===== src/rtl/uart_rx.sv =====
// ----------------------------------------------------------------------------
// uart_rx
//   Receiver for an 8N1 serial line: idle high, one low start bit, eight data
//   bits LSB first, one high stop bit. The asynchronous line is brought into
//   the clock domain with a two-flop synchroniser, and each bit is sampled at
//   its midpoint. Received bytes are offered on a valid/ready stream backed by
//   a single holding register.
//
//   Stream handshake: a byte moves to the consumer in any cycle where
//   byte_out_valid && byte_out_ready are both high. While valid is high and
//   ready is low, byte_out_valid and byte_out_data hold steady. Only rst can
//   change them in that case.
//
// Ports
//   clk             in   single clock for all logic
//   rst             in   synchronous, active-high reset
//   bit_in          in   asynchronous serial line, idle high
//   byte_out_data   out  [7:0] received byte, stable while byte_out_valid
//   byte_out_valid  out  holding register contains a byte
//   byte_out_ready  in   consumer accepts the byte this cycle
//   frame_err       out  1-cycle pulse, stop bit sampled low (byte dropped)
//   overrun         out  1-cycle pulse, byte completed while holding register
//                        was full and not being drained (new byte dropped)
// ----------------------------------------------------------------------------
module uart_rx #(
    parameter int CLK_FREQ_HZ = 100_000_000,
    parameter int BAUD_RATE   = 115_200
) (
    input  logic       clk,
    input  logic       rst,
    input  logic       bit_in,
    output logic [7:0] byte_out_data,
    output logic       byte_out_valid,
    input  logic       byte_out_ready,
    output logic       frame_err,
    output logic       overrun
);

    localparam int TICKS_PER_BIT = CLK_FREQ_HZ / BAUD_RATE;
    localparam int HALF_BIT      = TICKS_PER_BIT / 2;
    localparam int CW            = $clog2(TICKS_PER_BIT) + 1;

    localparam logic [CW-1:0] LAST_TICK = CW'(TICKS_PER_BIT - 1);
    localparam logic [CW-1:0] HALF_TICK = CW'(HALF_BIT - 1);

    generate
        if (TICKS_PER_BIT < 4) begin : g_bad_cfg
            $fatal(1, "uart_rx: TICKS_PER_BIT must be at least 4");
        end
    endgenerate

    typedef enum logic [1:0] {
        S_IDLE  = 2'd0,
        S_START = 2'd1,
        S_DATA  = 2'd2,
        S_STOP  = 2'd3
    } state_t;

    // Synchroniser: both flops reset to the idle line level.
    logic r_sync1;
    logic r_rx_s;

    state_t        r_state;
    state_t        w_state_next;
    logic [CW-1:0] r_cnt;
    logic [2:0]    r_bit_idx;
    logic [7:0]    r_shift;

    logic       w_sample_bit;
    logic       w_byte_done;
    logic       w_stop_bad;

    logic [7:0] r_data;
    logic       r_valid;
    logic       r_frame_err;
    logic       r_overrun;

    always_ff @(posedge clk) begin
        if (rst) begin
            r_sync1 <= 1'b1;
            r_rx_s  <= 1'b1;
        end else begin
            r_sync1 <= bit_in;
            r_rx_s  <= r_sync1;
        end
    end

    // Next-state logic. START waits half a bit so that every later sample
    // lands one full bit period further on, which is mid-bit. STOP exits at
    // its midpoint, so a start edge that follows immediately is still caught.
    always_comb begin
        w_state_next = r_state;
        w_sample_bit = 1'b0;
        w_byte_done  = 1'b0;
        w_stop_bad   = 1'b0;
        case (r_state)
            S_IDLE: begin
                if (!r_rx_s) w_state_next = S_START;
            end
            S_START: begin
                if (r_cnt == HALF_TICK) w_state_next = r_rx_s ? S_IDLE : S_DATA;
            end
            S_DATA: begin
                if (r_cnt == LAST_TICK) begin
                    w_sample_bit = 1'b1;
                    if (r_bit_idx == 3'd7) w_state_next = S_STOP;
                end
            end
            S_STOP: begin
                if (r_cnt == LAST_TICK) begin
                    w_state_next = S_IDLE;
                    if (r_rx_s) w_byte_done = 1'b1;
                    else        w_stop_bad  = 1'b1;
                end
            end
            default: w_state_next = S_IDLE;
        endcase
    end

    always_ff @(posedge clk) begin
        if (rst) begin
            r_state   <= S_IDLE;
            r_cnt     <= '0;
            r_bit_idx <= '0;
            r_shift   <= '0;
        end else begin
            r_state <= w_state_next;
            // The counter restarts on any state change and at every data bit
            // boundary, so each comparison counts from the last decision.
            if (r_state == S_IDLE || w_state_next != r_state || w_sample_bit)
                r_cnt <= '0;
            else
                r_cnt <= r_cnt + CW'(1);
            if (r_state == S_START)
                r_bit_idx <= '0;
            else if (w_sample_bit)
                r_bit_idx <= r_bit_idx + 3'd1;
            // Right shift: the first (LSB) bit ends up in bit 0 after eight samples.
            if (w_sample_bit)
                r_shift <= {r_rx_s, r_shift[7:1]};
        end
    end

    // Holding register. A completing byte may replace a byte that is being
    // drained in the same cycle. If the held byte is not being drained, the
    // new byte is dropped and overrun is pulsed instead.
    always_ff @(posedge clk) begin
        if (rst) begin
            r_data      <= 8'h00;
            r_valid     <= 1'b0;
            r_frame_err <= 1'b0;
            r_overrun   <= 1'b0;
        end else begin
            r_frame_err <= w_stop_bad;
            r_overrun   <= 1'b0;
            if (w_byte_done) begin
                if (!r_valid || byte_out_ready) begin
                    r_data  <= r_shift;
                    r_valid <= 1'b1;
                end else begin
                    r_overrun <= 1'b1;
                end
            end else if (r_valid && byte_out_ready) begin
                r_valid <= 1'b0;
            end
        end
    end

    assign byte_out_data  = r_data;
    assign byte_out_valid = r_valid;
    assign frame_err      = r_frame_err;
    assign overrun        = r_overrun;

endmodule


===== config.mk =====
export PLATFORM = sky130hd
export DESIGN_NAME = uart_rx
export DESIGN_NICKNAME = d
export VERILOG_FILES = /design/src/rtl/uart_rx.sv
export SDC_FILE = /design/constraint.sdc
export NUM_CORES = 1
export LEC_CHECK = 0
export CAP_MARGIN = 20
export CORE_MARGIN = 2
export CORE_UTILIZATION = 55
export CTS_CLUSTER_DIAMETER = 120
export DETAILED_ROUTE_END_ITERATION = 6
export MAX_ROUTING_LAYER = met4
export PLACE_DENSITY = 0.85
export SKIP_LAST_GASP = 1
export SYNTH_ARGS = -nofsm -noshare
export SYNTH_HDL_FRONTEND = slang
export SYNTH_SLANG_ARGS = --single-unit

===== constraint.sdc =====
create_clock -name clk -period 1.9 [get_ports clk]
set_input_delay 0.285 -clock clk [delete_from_list [all_inputs] [get_ports clk]]
set_output_delay 0.285 -clock clk [all_outputs]
set_load 0.1 [all_outputs]

-- Yosys cells after proc, flatten, opt, wreduce, memory -nomap -nowiden
Index checks and enable logic that the tools add are counted.
- flip-flop bits (word level): 37
- bits of input ports: 4
- output and inout bits: 11
- logic and storage cells: 53
- add/sub/neg operators: 2
- eq/ne operators: 8
- multiplexer cells: 17
- bitwise gates (word level): 3
- reductions and logical operators: 13
- operators with widths (operator ; number):
    $mux 2 ; 6
    $add 11x1->11 const B ; 1
    $eq 11x10->1 const B ; 1
    $eq 11x9->1 const B ; 1
    $mux 1 ; 10
    $pmux 2 s4 ; 1
    $reduce_or 2->1 ; 3
    $eq 2x2->1 const B ; 2
    $reduce_and 2->1 ; 2
    $add 3x1->3 const B ; 1
    $eq 3x3->1 const B ; 1
    $logic_or 1x1->1 ; 3
    $not 1->1 ; 3
    $reduce_or 3->1 ; 1
    $eq 2x1->1 const B ; 1
    $logic_not 2->1 ; 1
    $ne 2x1->1 const B ; 1
    $ne 2x2->1 ; 1
    $reduce_bool 2->1 ; 1
    $logic_and 1x1->1 ; 1
    $logic_not 1->1 ; 1

-- Depth between registers and ports, before layout
- depth in word-level cells: 8
- depth in mapped cells: 7
- depth with buffers taken out: 6

-- Worst setup path before layout
OpenSTA, ideal clock, no wires.
- path kind: register to register
- start point: register r_cnt[0]
- end point: register r_cnt[2]
- library setup time: 115 ps
- arrival: 1559 ps
- data required time: 1785 ps
- setup slack: 226 ps
- stages on the path, launching flop included: 7
- path buffers: 1
- period minus slack after synthesis: 1674 ps
- cells stage by stage: dfxtp_1 -> ha_1 -> or3b_2 -> nor4_4 -> o32a_2 -> buf_6 -> nor2_1
- longest elaborated chain between the ends: 7
- elaborated cells between the ends (all ways): 13
- classes of those cells: add/sub (1); eq/ne (3); mux (6); reduce/logical (3)
- ends and longest elaborated chain (what ; RTL line ; RTL):
    start, declared ; 65 ; logic [CW-1:0] r_cnt;
    start signal, assigned ; 133 ; r_cnt <= r_cnt + CW'(1);
    $eq 11x10->1 / $eq 11x9->1 (equally long branches) ; 104, 110, 101 ;
    $mux 2 (on tied branches) ; 110, 101, 104 ;
    $pmux 2 s4 ; 96 ; case (r_state)
    $ne 2x2->1 ; 130 ; if (r_state == S_IDLE || w_state_next != r_state || w_sample_bit)
    $logic_or 1x1->1 (2 in series) ; 130 ;
    $reduce_or 2->1 (no source line) ; n/a ;
Several ways; a longest one is shown, not always the timed one.
A chain may end at the register's enable or synchronous reset.

-- Final worst setup path
- start point: register r_cnt[1]
- end point: register r_state[0]
- longest elaborated chain between the ends: 3
- elaborated cells between the ends (all ways): 6
- classes of those cells: eq/ne (2); mux (4)
- ends and longest elaborated chain (what ; RTL line ; RTL):
    $eq 11x10->1 / $eq 11x9->1 (equally long branches) ; 104, 110, 101 ;
    $mux 2 (on tied branches) ; 110, 101, 104 ;
    $pmux 2 s4 * ; 96 ;
    end signal, assigned ; 127 ; r_state <= w_state_next;
    end, declared ; 63 ; state_t r_state;
Mark *: on every way between the ends. The rest lies on a longest branch, timed or not.

==> impl_metrics.ini <==
[timing]
fin_tns_setup_ns = 0
rsz0062_at_grt = false
finalCritPeriodShare_pct = 94.8
relSlewSlack_pct = 77.4
slew_violations = 0
hold_violations = 0
finalSetupViolCount = 0
fmax_mhz = 555
finalClockSkew_ns = 0.0119
worstMarginPinSlew_ns = 0.336
min_period_ns = 1.80

[clocking]
clock_sinks = 37
cts_root_buf = clkbuf_4
clk_pin_slew_worst_paths_ns = 0.11
cts_hold_buf = 0
numCtsBuffers = 5
ctsLongestPathBuffers = 2
cts_tree = yes
clock_latency_ns = 0.34
htree_levels = 2

[cells_and_area]
final_nets = 189
final_common_cell = dfxtp_1
multi_input_area_um2 = 771
final_area_um2 = 1790
drive_gt1_share_pct = 19.9
mostFrequentLayoutCells = dfxtp_1 (35), nor2_1 (21), nand2_1 (20), mux2i_1 (16), buf_4 (16)
num-fill-cells = 222
area_growth_pct = 17.2
ff_latch_area_um2 = 746
diodes = 0

[critical_path]
r2r.worst_path.cells = 6
startpoint = r_cnt[1]
reg2reg_from = r_cnt[1]
required_ns = 2.14
crit_type = register to register
cp_data_arrival_time_ns = 2.04
r2r_end = r_state[0]
critPathLaunchType = register
crit_fanout = 4
ff2ff_setup_slack_ns = 0.1
worst_setup_path_end_kind = register

[synthesis]
async_flop_share_pct = 0
yosys_warnings = 0
synth_cell_types = 32
ys_seq_area_share_pct = 48.4
synth_flop_cell = dfxtp_1
synth_seq_cells = 37
syn_avg_cell_area_um2 = 9.56
synth_edf_count = 0
synthCells = 160
synth_top_cell_by_area = dfxtp_1
synth_nets = 168
yosysTopAreaCellShare_pct = 48.4
syn_area_um2 = 1530
synthTopCellsByArea = dfxtp_1 (48%), mux2i_1 (10%), nor2_1 (5.2%)

[run]
cap_violations = 0

[die]
core-area_um2 = 2710
dieArea_um2 = 3220
die_w_um = 56.7
fp.dieH_um = 56.7
rows = 19
ios = 15
start_util_pct = 56.5

[global_route]
antenna_found_initial = 0
grt_pass1_vias = 1116
grt_overflow_total = 0
globalRouteTotalUtil_pct = 19.2
grt_pass1_wl_um = 4640
grt_max_degree = 14

[status]
outcome = completed

[pwr]
vdd_drop_max_mv = 0.704
p_leak_nw = 0.717
p_per_area_nw_per_um2 = 740

[drt]
vias_per_cell = 5.50
dr.pass1.iters = 6
wl_um = 2880
wl_per_cell_um = 13.6
drc = 0
via_count = 1166
drtIter0Drc = 27
ant_nets = 0

[hold_path]
hold_path.class = register to register
min_path_cells = 1
hp-start = r_sync1
min_to = r_rx_s

[placed_design]
port_buffers = 14
gp_congestion = 0.833
hpwl_um = 1970
place_area_um2 = 1670
==> synth_stat cells (all sizes together), types with 2 or more instances <==
cell type,instances
a21oi,6
xor2,3
nor2,22
xnor2,7
nand3,5
or2,2
mux2i,16
and3,2
nor3,5
nand2,20
inv,4
ha,4
nand4,3
o21ai,2
clkbuf,3
nor4,4
buf,3
or3,3
nand2b,2
dfxtp,37
==> report_power, final <==
part	total [mW]	internal, mW	switching [mW]	leakage, nW
combinational	0.0327	0.0153	0.0174	0.376
clock	0.511	0.268	0.243	0.0410
sequential	0.783	0.778	0.00498	0.300
total	1.33	1.06	0.265	0.717
==> layout make-up <==
cell class | count | share of cell area (%)
clock buffer | 5 | 2.09
tap | 31 | 2.16
timing repair buffer | 19 | 8.37
multi-input combinational | 114 | 43.0
inverter | 4 | 0.837
sequential | 37 | 41.6
clock inverter | 2 | 1.95
==> worst max-delay path, stage by stage (launching register included) <==
cell and delay [ns]:
dfxtp_2 0.35, inv_1 0.05, ha_1 0.14, or3b_4 0.40
nor4_4 0.39, a21oi_1 0.12, o31a_1 0.24
==> state kept, by name, indices dropped and copies added, names as in the netlist, 2 cells and up <==
name / flops
r_cnt: 11
byte_out_data: 8
r_bit_idx: 3
r_state: 2
r_shift: 8
==> worst max-delay path by stage <==
stage	end	slack, ns	cells past startpoint
final	r_state[0]	0.1	6
after global routing	r_state[0]	0.02	6
after CTS	r_cnt[3]	0.06	5
after detailed placement	byte_out_data[3]	0.04	5
after global placement	r_cnt[2]	0.16	5
after floorplan	r_cnt[2]	0.23	6
==> through the flow <==
| stage | instances | total power, mW | utilization (%) | hold slack, ns | setup slack, ns |
|---|---|---|---|---|---|
| 3_3_place_gp | 203 | 0.830 | 61.7 | 0.397 | 0.158 |
| 3_5_place_dp | 203 | 0.831 | 61.7 | 0.402 | 0.0405 |
| 5_1_grt | 212 | 1.37 | 66.2 | 0.444 | 0.0187 |
| 2_1_floorplan | 160 | 0.819 | - | 0.389 | 0.226 |
| 4_1_cts | 210 | 1.34 | 64.6 | 0.430 | 0.0604 |
| 6_report | 212 | 1.33 | 66.2 | 0.434 | 0.0988 |
==> timing repair <==
item | CTS | global route
gates resized for setup | 1 | 6
setup buffers | 0 | 1
pin swaps | 0 | 3
endpoints found under the setup margin | 2 | 15
cloned | 0 | 1
==> logic make-up (layout without fill, tap and decap cells) <==
kind of cell    count (synthesis)  in the layout  synth area share (%)
compound gates                 11             12                  4.42
flops                          37             37                  48.4
fa+ha+maj                       4              4                  3.27
simple gates                   72             72                  24.2
mux                            16             16                  10.5
buf+inv                        10             30                  3.52
xor+xnor                       10             10                  5.72
==> per-layer routing <==
layer  global-route usage, %  vias to the layer above  share of wire (%)
met3                    6.68                        9                4.3
li1                        -                      590                  -
met5                       -                        -                  0
met1                    21.2                      543                 42
met2                    32.2                       24                 52
met4                    6.31                        0                1.7
Note: power is estimated with default switching activity, not from simulation.
